## src/rtl/uart_rx_frame.sv

```systemverilog
// UART receive front-end: 2-FF pin synchroniser, 3-sample majority oversampling, 8N1 framing, byte hold with ack/overrun.
// Optional even-parity bit after the data bits when UART_RX_PARITY_EN is defined.
module uart_rx_frame #(
    parameter int OVERSAMPLE = 16,
    parameter int DATA_BITS  = 8
) (
    input  logic                 clk,
    input  logic                 reset,
    input  logic                 baud_tick,
    input  logic                 UART_rxd,
    input  logic                 rx_ack,
    output logic [DATA_BITS-1:0] rx_data,
    output logic                 rx_valid,
    output logic                 frame_err,
    output logic                 overrun,
    output logic                 busy
);

    localparam int CW = $clog2(OVERSAMPLE);
    localparam int BW = $clog2(DATA_BITS + 1);
    localparam logic [CW-1:0] S_LO  = CW'(OVERSAMPLE / 2 - 1);
    localparam logic [CW-1:0] S_MID = CW'(OVERSAMPLE / 2);
    localparam logic [CW-1:0] S_HI  = CW'(OVERSAMPLE / 2 + 1);
    localparam logic [CW-1:0] C_TOP = CW'(OVERSAMPLE - 1);
    localparam logic [BW-1:0] B_TOP = BW'(DATA_BITS - 1);

    typedef enum logic [2:0] {
        IDLE,
        START,
        DATA,
        PARITY,
        STOP,
        BREAK
    } state_t;

    state_t               state, state_n;
    logic                 sync1, rxs;
    logic [CW-1:0]        cnt;
    logic [BW-1:0]        bit_cnt;
    logic [1:0]           smp;
    logic [DATA_BITS-1:0] shreg;
    logic                 commit_pend;
    logic                 decide, vote;
    logic                 do_shift, good_stop, bad_frame;
`ifdef UART_RX_PARITY_EN
    logic                 par_err;
`endif

    assign decide = baud_tick && (cnt == S_HI);
    assign vote   = (smp[0] & smp[1]) | (smp[0] & rxs) | (smp[1] & rxs);
    assign busy   = (state != IDLE);

    always_ff @(posedge clk) begin
        if (!reset) state <= IDLE;
        else        state <= state_n;
    end

    always_comb begin
        state_n   = state;
        do_shift  = 1'b0;
        good_stop = 1'b0;
        bad_frame = 1'b0;
        case (state)
            IDLE:  if (baud_tick && !rxs) state_n = START;
            START: if (decide) state_n = vote ? IDLE : DATA;
            DATA: begin
                if (decide) begin
                    do_shift = 1'b1;
`ifdef UART_RX_PARITY_EN
                    if (bit_cnt == B_TOP) state_n = PARITY;
`else
                    if (bit_cnt == B_TOP) state_n = STOP;
`endif
                end
            end
`ifdef UART_RX_PARITY_EN
            PARITY: if (decide) state_n = STOP;
`endif
            STOP: begin
                if (decide) begin
                    // a bad parity bit still consumes the stop bit; only a low stop bit leads to BREAK
`ifdef UART_RX_PARITY_EN
                    good_stop = vote && !par_err;
                    bad_frame = !vote || par_err;
`else
                    good_stop = vote;
                    bad_frame = !vote;
`endif
                    state_n = vote ? IDLE : BREAK;
                end
            end
            BREAK: if (baud_tick && rxs) state_n = IDLE;
            default: state_n = IDLE;
        endcase
    end

    always_ff @(posedge clk) begin
        if (!reset) begin
            sync1       <= 1'b1;
            rxs         <= 1'b1;
            cnt         <= '0;
            bit_cnt     <= '0;
            smp         <= '0;
            shreg       <= '0;
            commit_pend <= 1'b0;
            frame_err   <= 1'b0;
            rx_data     <= '0;
            rx_valid    <= 1'b0;
            overrun     <= 1'b0;
`ifdef UART_RX_PARITY_EN
            par_err     <= 1'b0;
`endif
        end else begin
            sync1 <= UART_rxd;
            rxs   <= sync1;

            if (baud_tick) begin
                if (state == IDLE || state == BREAK)
                    cnt <= (state_n == START) ? CW'(1) : '0;
                else if (state_n == IDLE || state_n == BREAK)
                    cnt <= '0;
                else
                    cnt <= (cnt == C_TOP) ? '0 : cnt + 1'b1;
                if (cnt == S_LO)  smp[0] <= rxs;
                if (cnt == S_MID) smp[1] <= rxs;
            end

            if (state == START && decide) bit_cnt <= '0;
            else if (do_shift)            bit_cnt <= bit_cnt + 1'b1;

            // first received bit ends up in bit 0 after DATA_BITS shifts
            if (do_shift) shreg <= DATA_BITS'({vote, shreg} >> 1);

`ifdef UART_RX_PARITY_EN
            if (state == PARITY && decide) par_err <= (^shreg) ^ vote;
`endif

            commit_pend <= good_stop;
            frame_err   <= bad_frame;

            if (commit_pend) begin
                if (!rx_valid || rx_ack) begin
                    rx_data  <= shreg;
                    rx_valid <= 1'b1;
                    overrun  <= 1'b0;
                end else begin
                    overrun  <= 1'b1;
                end
            end else if (rx_ack && rx_valid) begin
                rx_valid <= 1'b0;
                overrun  <= 1'b0;
            end
        end
    end

endmodule

```

## config.mk

```make
export PLATFORM = sky130hd
export DESIGN_NAME = uart_rx_frame
export DESIGN_NICKNAME = d
export VERILOG_FILES = /design/src/rtl/uart_rx_frame.sv
export SDC_FILE = /design/constraint.sdc
export NUM_CORES = 1
export LEC_CHECK = 0
export ABC_AREA = 0
export CAP_MARGIN = 10
export CORE_MARGIN = 4
export CORE_UTILIZATION = 50
export DETAILED_ROUTE_END_ITERATION = 16
export PLACE_DENSITY_LB_ADDON = 0.08
export SYNTH_ARGS = -nofsm -noshare
export SYNTH_HDL_FRONTEND = slang
export SYNTH_SLANG_ARGS = --single-unit
```

## constraint.sdc

```tcl
create_clock -name clk -period 2.3 [get_ports clk]
set_clock_uncertainty 0.05 [all_clocks]
set_input_delay 0.575 -clock clk [delete_from_list [all_inputs] [get_ports clk]]
set_output_delay 0.575 -clock clk [all_outputs]
set_load 0.005 [all_outputs]
```

Yosys cells after proc, flatten, opt, wreduce, memory -nomap -nowiden

Index checks and enable logic that the tools add are counted.

Mux-type cells: 20
Add/sub/neg operators: 2
Eq/ne operators: 12
Reductions and logical operators: 21
Bitwise logic cells: 6

Operator list:

| operator                                                        | number |
|---|---|
| 3-bit 2-to-1 mux                                                | 7 |
| 3-bit case mux with 5 select lines                              | 1 |
| 4-bit == test, second input constant                            | 3 |
| 4-bit 2-to-1 mux                                                | 3 |
| 3-bit == test, second input constant                            | 3 |
| 4-bit by 1-bit adder with 4-bit output, second input constant   | 2 |
| 4-bit by 3-bit == test with 1-bit output, second input constant | 2 |
| 1-bit 2-to-1 mux                                                | 8 |
| 2-bit AND reduction                                             | 4 |
| 3-bit by 1-bit == test with 1-bit output, second input constant | 2 |
| 3-bit zero test                                                 | 2 |
| 1-bit logical AND                                               | 5 |
| 1-bit AND                                                       | 3 |
| 3-bit by 2-bit == test with 1-bit output, second input constant | 1 |
| 1-bit zero test                                                 | 3 |
| 1-bit logical OR                                                | 3 |
| 3-bit AND reduction                                             | 1 |
| 3-bit nonzero test                                              | 1 |
| 2-bit 2-to-1 mux                                                | 1 |
| 2-bit by 1-bit != test with 1-bit output, second input constant | 1 |
| 1-bit OR                                                        | 2 |
| 2-bit nonzero test                                              | 1 |
| 2-bit OR reduction                                              | 1 |
| 1-bit NOT                                                       | 1 |

Output and inout bits: 12
Logic and storage cells: 74
Flip-flop bits (word level): 35
Input port bits: 5

Depth between registers and ports, before layout

Depth in word-level cells: 10
Mapped depth: 8
Gate-level depth less buffers: 8

Least setup slack after synthesis

OpenSTA, ideal clock, no wires.

Kind: register -> register
Start point: register cnt[1]
End point: register cnt[2]
Arrival: 1.812 ns
Period minus slack after synthesis: 1.977 ns
Path slack: 0.323 ns
Cell stages (with the launch flop): 9
Path buffers: 0
Library setup time: 0.116 ns
Required time: 2.134 ns
Cell sequence: dfxtp_1 > inv_1 > ha_1 > and4b_4 > and3_4 > a221o_1 > o31ai_4 > o21ai_1 > a31o_1

Cells in the longest elaborated chain, start to end: 8
Elaborated cells between the ends (all ways): 14
Classes of those cells: add/sub: 1; eq/ne: 3; mux: 7; reduce/logical: 3

RTL lines:

| what                                                    | line       | text |
|---|---|---|
| start, declared                                         | 38         | `logic [CW-1:0] cnt;` |
| start signal, assigned                                  | 119        | `cnt <= (state_n == START) ? CW'(1) : '0;` |
| start signal, assigned                                  | 123        | `cnt <= (cnt == C_TOP) ? '0 : cnt + 1'b1;` |
| 4-bit == test                                           | 49         | `assign decide = baud_tick && (cnt == S_HI);` |
| 1-bit logical AND                                       | 49         |  |
| 3-bit 2-to-1 mux, on equally long branches              | 80, 65, 67 |  |
| 3-bit case mux with 5 select lines                      | 63         | `case (state)` |
| 3-bit == test / 3-bit zero test (equally long branches) | 120        | `else if (state_n == IDLE \|\| state_n == BREAK)` |
| 1-bit logical OR                                        | 120        |  |
| 4-bit 2-to-1 mux *                                      | 120        |  |
| 4-bit 2-to-1 mux *                                      | 118        | `if (state == IDLE \|\| state == BREAK)` |

Every way passes the cells marked *; elsewhere a longest branch is shown, timed or not.
A chain may end at the register's enable or synchronous reset.

Worst setup path after layout

Start point: input baud_tick
End point: register cnt[2]

Cells in the longest elaborated chain, start to end: 7
Elaborated cells between the ends (all ways): 14
Classes of those cells: eq/ne: 1; mux: 8; reduce/logical: 5

RTL lines:

| what                                                    | line       | text |
|---|---|---|
| start, declared                                         | 9          | `input logic baud_tick,` |
| 1-bit logical AND, on equally long branches             | 92, 49, 64 |  |
| 3-bit 2-to-1 mux, on equally long branches              | -          |  |
| 3-bit case mux with 5 select lines                      | 63         |  |
| 3-bit == test / 3-bit zero test (equally long branches) | 120        |  |
| 1-bit logical OR                                        | 120        |  |
| 4-bit 2-to-1 mux                                        | 120        |  |
| 4-bit 2-to-1 mux                                        | 118        |  |

Several ways; a longest one is shown, not always the timed one.

==> results.md <==
- Vias: 1264
- Placer Congestion: 0.8216
- Largest fanout on the critical path: 4
- Global-route wire length before repair: 5023 µm
- Synthesized-area fraction occupied by adder cells: 0.04142
- Inserted Clock Buffers: 5
- Pwr/cell area: 568.0 nW/µm²
- Vias in the first global route: 1169
- Startpoint type of the worst setup path: input pin
- Vias per Instance: around 5.6
- Placement Setup Slack: -0.2064 ns
- Tightest Pin Transition: between 0.3 and 0.4 ns
- FF+latch count, synth: 35
- WL per Instance: roughly 13 µm
- Fin nets: between 200 and 250
- Die Wd: around 62 µm
- Fin. Hold Viols: 0
- Total gr overflow: 0
- Family with the most delay on the worst path: compound AO/OA/AOI/OAI gates
- Internal reg-to-reg setup slack: 0.20 ns
- Slew Limit Headroom: 0.7424
- Compound-cell area share of the yosys netlist: 0.1479
- Die Ht: 62.41 µm
- Max Cap Violations: 0
- Layout cell share with drive strength beyond 1: 0.1244
- Largest net degree at the start of global routing: 23
- Critical R2R Launch: cnt[1]
- Post-Synth Simple-Gate Area: 0.2156
- Io pins: 17
- Post-synth EDFFs: 0
- Pre-antenna DRT Iters: 4
- Port buffer count: 16
- Initial core utilization: 0.5322
- Delay of the slowest critical-path stage: about 0.46 ns
- Initial antenna violation count: 0
- Post-CTS sizing: 0
- Drt initial violations: between 60 and 70
- Post-synthesis mux area share: 0.06762
- Multi-input gate area: about 730 µm²
- Crit path to: cnt[2]
- Crit-path slowest cell: clkdlybuf4s50_1
- Worst-Skew Late Latency: 0.33 ns
- Area leader, netlist: dfxtp_1
- Row count: 19
- Mapped Cells: ~160
- Placed Cells: about 220
- Largest family of logic cells by synthesized area: simple AND/OR/NAND/NOR gates
- Worst setup margin: around 0.14 ns
- Worst-path cell chain: clkdlybuf4s50_1, and4b_4, and3_4, a221o_1, o31ai_4, o21ai_1, a31o_1
- Class of the worst hold path: reg -> reg
- Post-CTS Setup Bufs: 0
- Final setup viols: 0
- Clk root buf: clkbuf_4
- RSZ-0062 raised after global routing: false
- Detail Placement HPWL: 2093 µm
- Max Freq: 462.1 MHz
- Worst path required time: 2.49 ns
- Mapped cell area: 1480 µm²
- N_diodes: 0
- GRT Overall Usage: 0.1561
- Sequential fraction of the synthesis area: 0.4734
- WS Path Type: in -> reg
- CP Capture Type: flip-flop
- Async S/R FF share, synth: 0
- Syn_nets: 173
- Synth Area in XOR/XNOR: 0.01775
- Syn-to-layout area delta: 21.98%
- Clock slew at reported path FFs: 0.10 ns
- Antenna Violating Nets Remaining: 0
- CP bufs+invs: 1
- Sink Count: 35
- Critical Path Source: baud_tick
- Top_reg_cell synth: dfxtp_1
- Die area: 3895 µm²
- Syn. warnings: 0
- Minimum clock period: 2.164 ns
- Final Cycle Share: 0.9408
- H-tree depth: 2
- FF-to-FF End: cnt[2]
- Synth area leaders: dfxtp_1 47%, mux2i_1 6.8%, nand2_1 5.6%
- Worst reg2reg path depth: 8
- Critical Path Stages: 7
- Distinct cells, synth: 40
- DRC viols: 0
- Status: complete, no violations
- Finished Layout Cells: 224
- Slew Viols, Final: 0
- Leak pwr: roughly 0.73 nW
- Register area: 700.7 µm²
- Synth top area share: 0.4734
- Post-Syn Area per Cell: approximately 9 µm²
- Crit path DAT: about 2.4 ns
- Core Box Area: between 2000 and 3000 µm²
- CTS tree: yes
- Post-cts hold buffer count: 0
- Routed WL: 2840 µm
- Worst IR Drop VDD: 0.5250 mV
- CTS Buffer Depth: 2
- Filler Cells Inserted: 236
[per-layer routing]
metal,global-route usage,up-vias,part of all wire
li1,-,626,-
met1,0.1993,598,0.46
met2,0.2539,33,0.47
met3,0.03957,7,0.047
met4,0.05570,0,0.016
met5,0,-,0
[cell usage in the layout, fill, tap and decap left out, types with 2 or more instances in the layout]
master / Yosys / routed
nand3_1: 6 / 6
o22ai_1: 2 / 2
a21oi_1: 12 / 12
ha_1: 4 / 4
inv_1: 9 / 9
nor2_1: 18 / 17
nand2_1: 22 / 22
o21ai_0: 3 / 3
nand4b_1: 2 / 2
dfxtp_1: 35 / 35
clkdlybuf4s50_1: 0 / 16
clkbuf_4: 0 / 5
a211oi_1: 2 / 2
and2_1: 3 / 3
xor2_1: 2 / 2
mux2i_1: 10 / 10
buf_4: 0 / 10
clkbuf_8: 0 / 2
o21ai_1: 3 / 3
nand2b_1: 4 / 4
[how the worst min path moves through the flow]
stage | startpoint | end | slack (ns) | cells after the start
after floorplan | sync1 | rxs | 0.34 | 1
after global placement | sync1 | rxs | 0.35 | 1
after detailed placement | sync1 | rxs | 0.35 | 1
after CTS | sync1 | rxs | 0.38 | 1
after global routing | sync1 | rxs | 0.41 | 1
final | sync1 | rxs | 0.37 | 1
[per-stage QoR]
stage / hold WS, ns / setup TNS, ns / utilization / area (µm²) / power [W]
global route: 0.4115 / 0 / 0.6491 / 1805 / 0.001064
floorplan: 0.3363 / 0 / - / 1480 / 0.0006492
global placement: 0.3519 / -0.5624 / 0.6235 / 1734 / 0.0006709
CTS: 0.3772 / 0 / 0.6482 / 1803 / 0.001037
detailed placement: 0.3538 / -0.6750 / 0.6235 / 1734 / 0.0006717
finish: 0.3724 / 0 / 0.6491 / 1805 / 0.001026
[Yosys cell counts, types with 2 or more instances]
library cell,count
and2_1,3
dfxtp_1,35
xor2_1,2
a21oi_1,12
nand2b_1,4
mux2i_1,10
nor2_1,18
a211oi_1,2
nand4b_1,2
nand2_1,22
o21ai_1,3
ha_1,4
inv_1,9
clkbuf_1,4
nand3_1,6
o22ai_1,2
o21ai_0,3
[cell type report]
| type | count | share of cell area |
|---|---|---|
| multi-input cells | 115 | 0.4033 |
| flip-flops and latches | 35 | 0.3881 |
| repair buffers | 26 | 0.1303 |
| clock buffers | 8 | 0.03812 |
| well taps | 31 | 0.02148 |
| inverters | 9 | 0.01871 |
[cells by family after synthesis]
kind of cell / after synthesis
adders and majority gates: 5
muxes: 10
xor gates and xnor gates: 3
and+or+nand+nor: 65
buffers and inverters: 14
AOI/OAI and AO/OA: 32
DFF: 35
[power by group]
group          leakage [nW]  total [W]  switching [W]  internal [W]
Sequential            0.283   0.000613     0.00000420      0.000609
Clock                0.0386   0.000367       0.000187      0.000180
Combinational         0.408  0.0000453      0.0000242     0.0000211
Total                 0.730    0.00103       0.000216      0.000810
[sequential cells by signal, indices dropped and copies added (netlist names)]
register and flops:
cnt 4, rx_valid 1, state 3, rx_data 8, shreg 8, overrun 1
bit_cnt 4, smp 2, frame_err 1, sync1 1, rxs 1, commit_pend 1
Note: power is estimated with default switching activity, not from simulation.
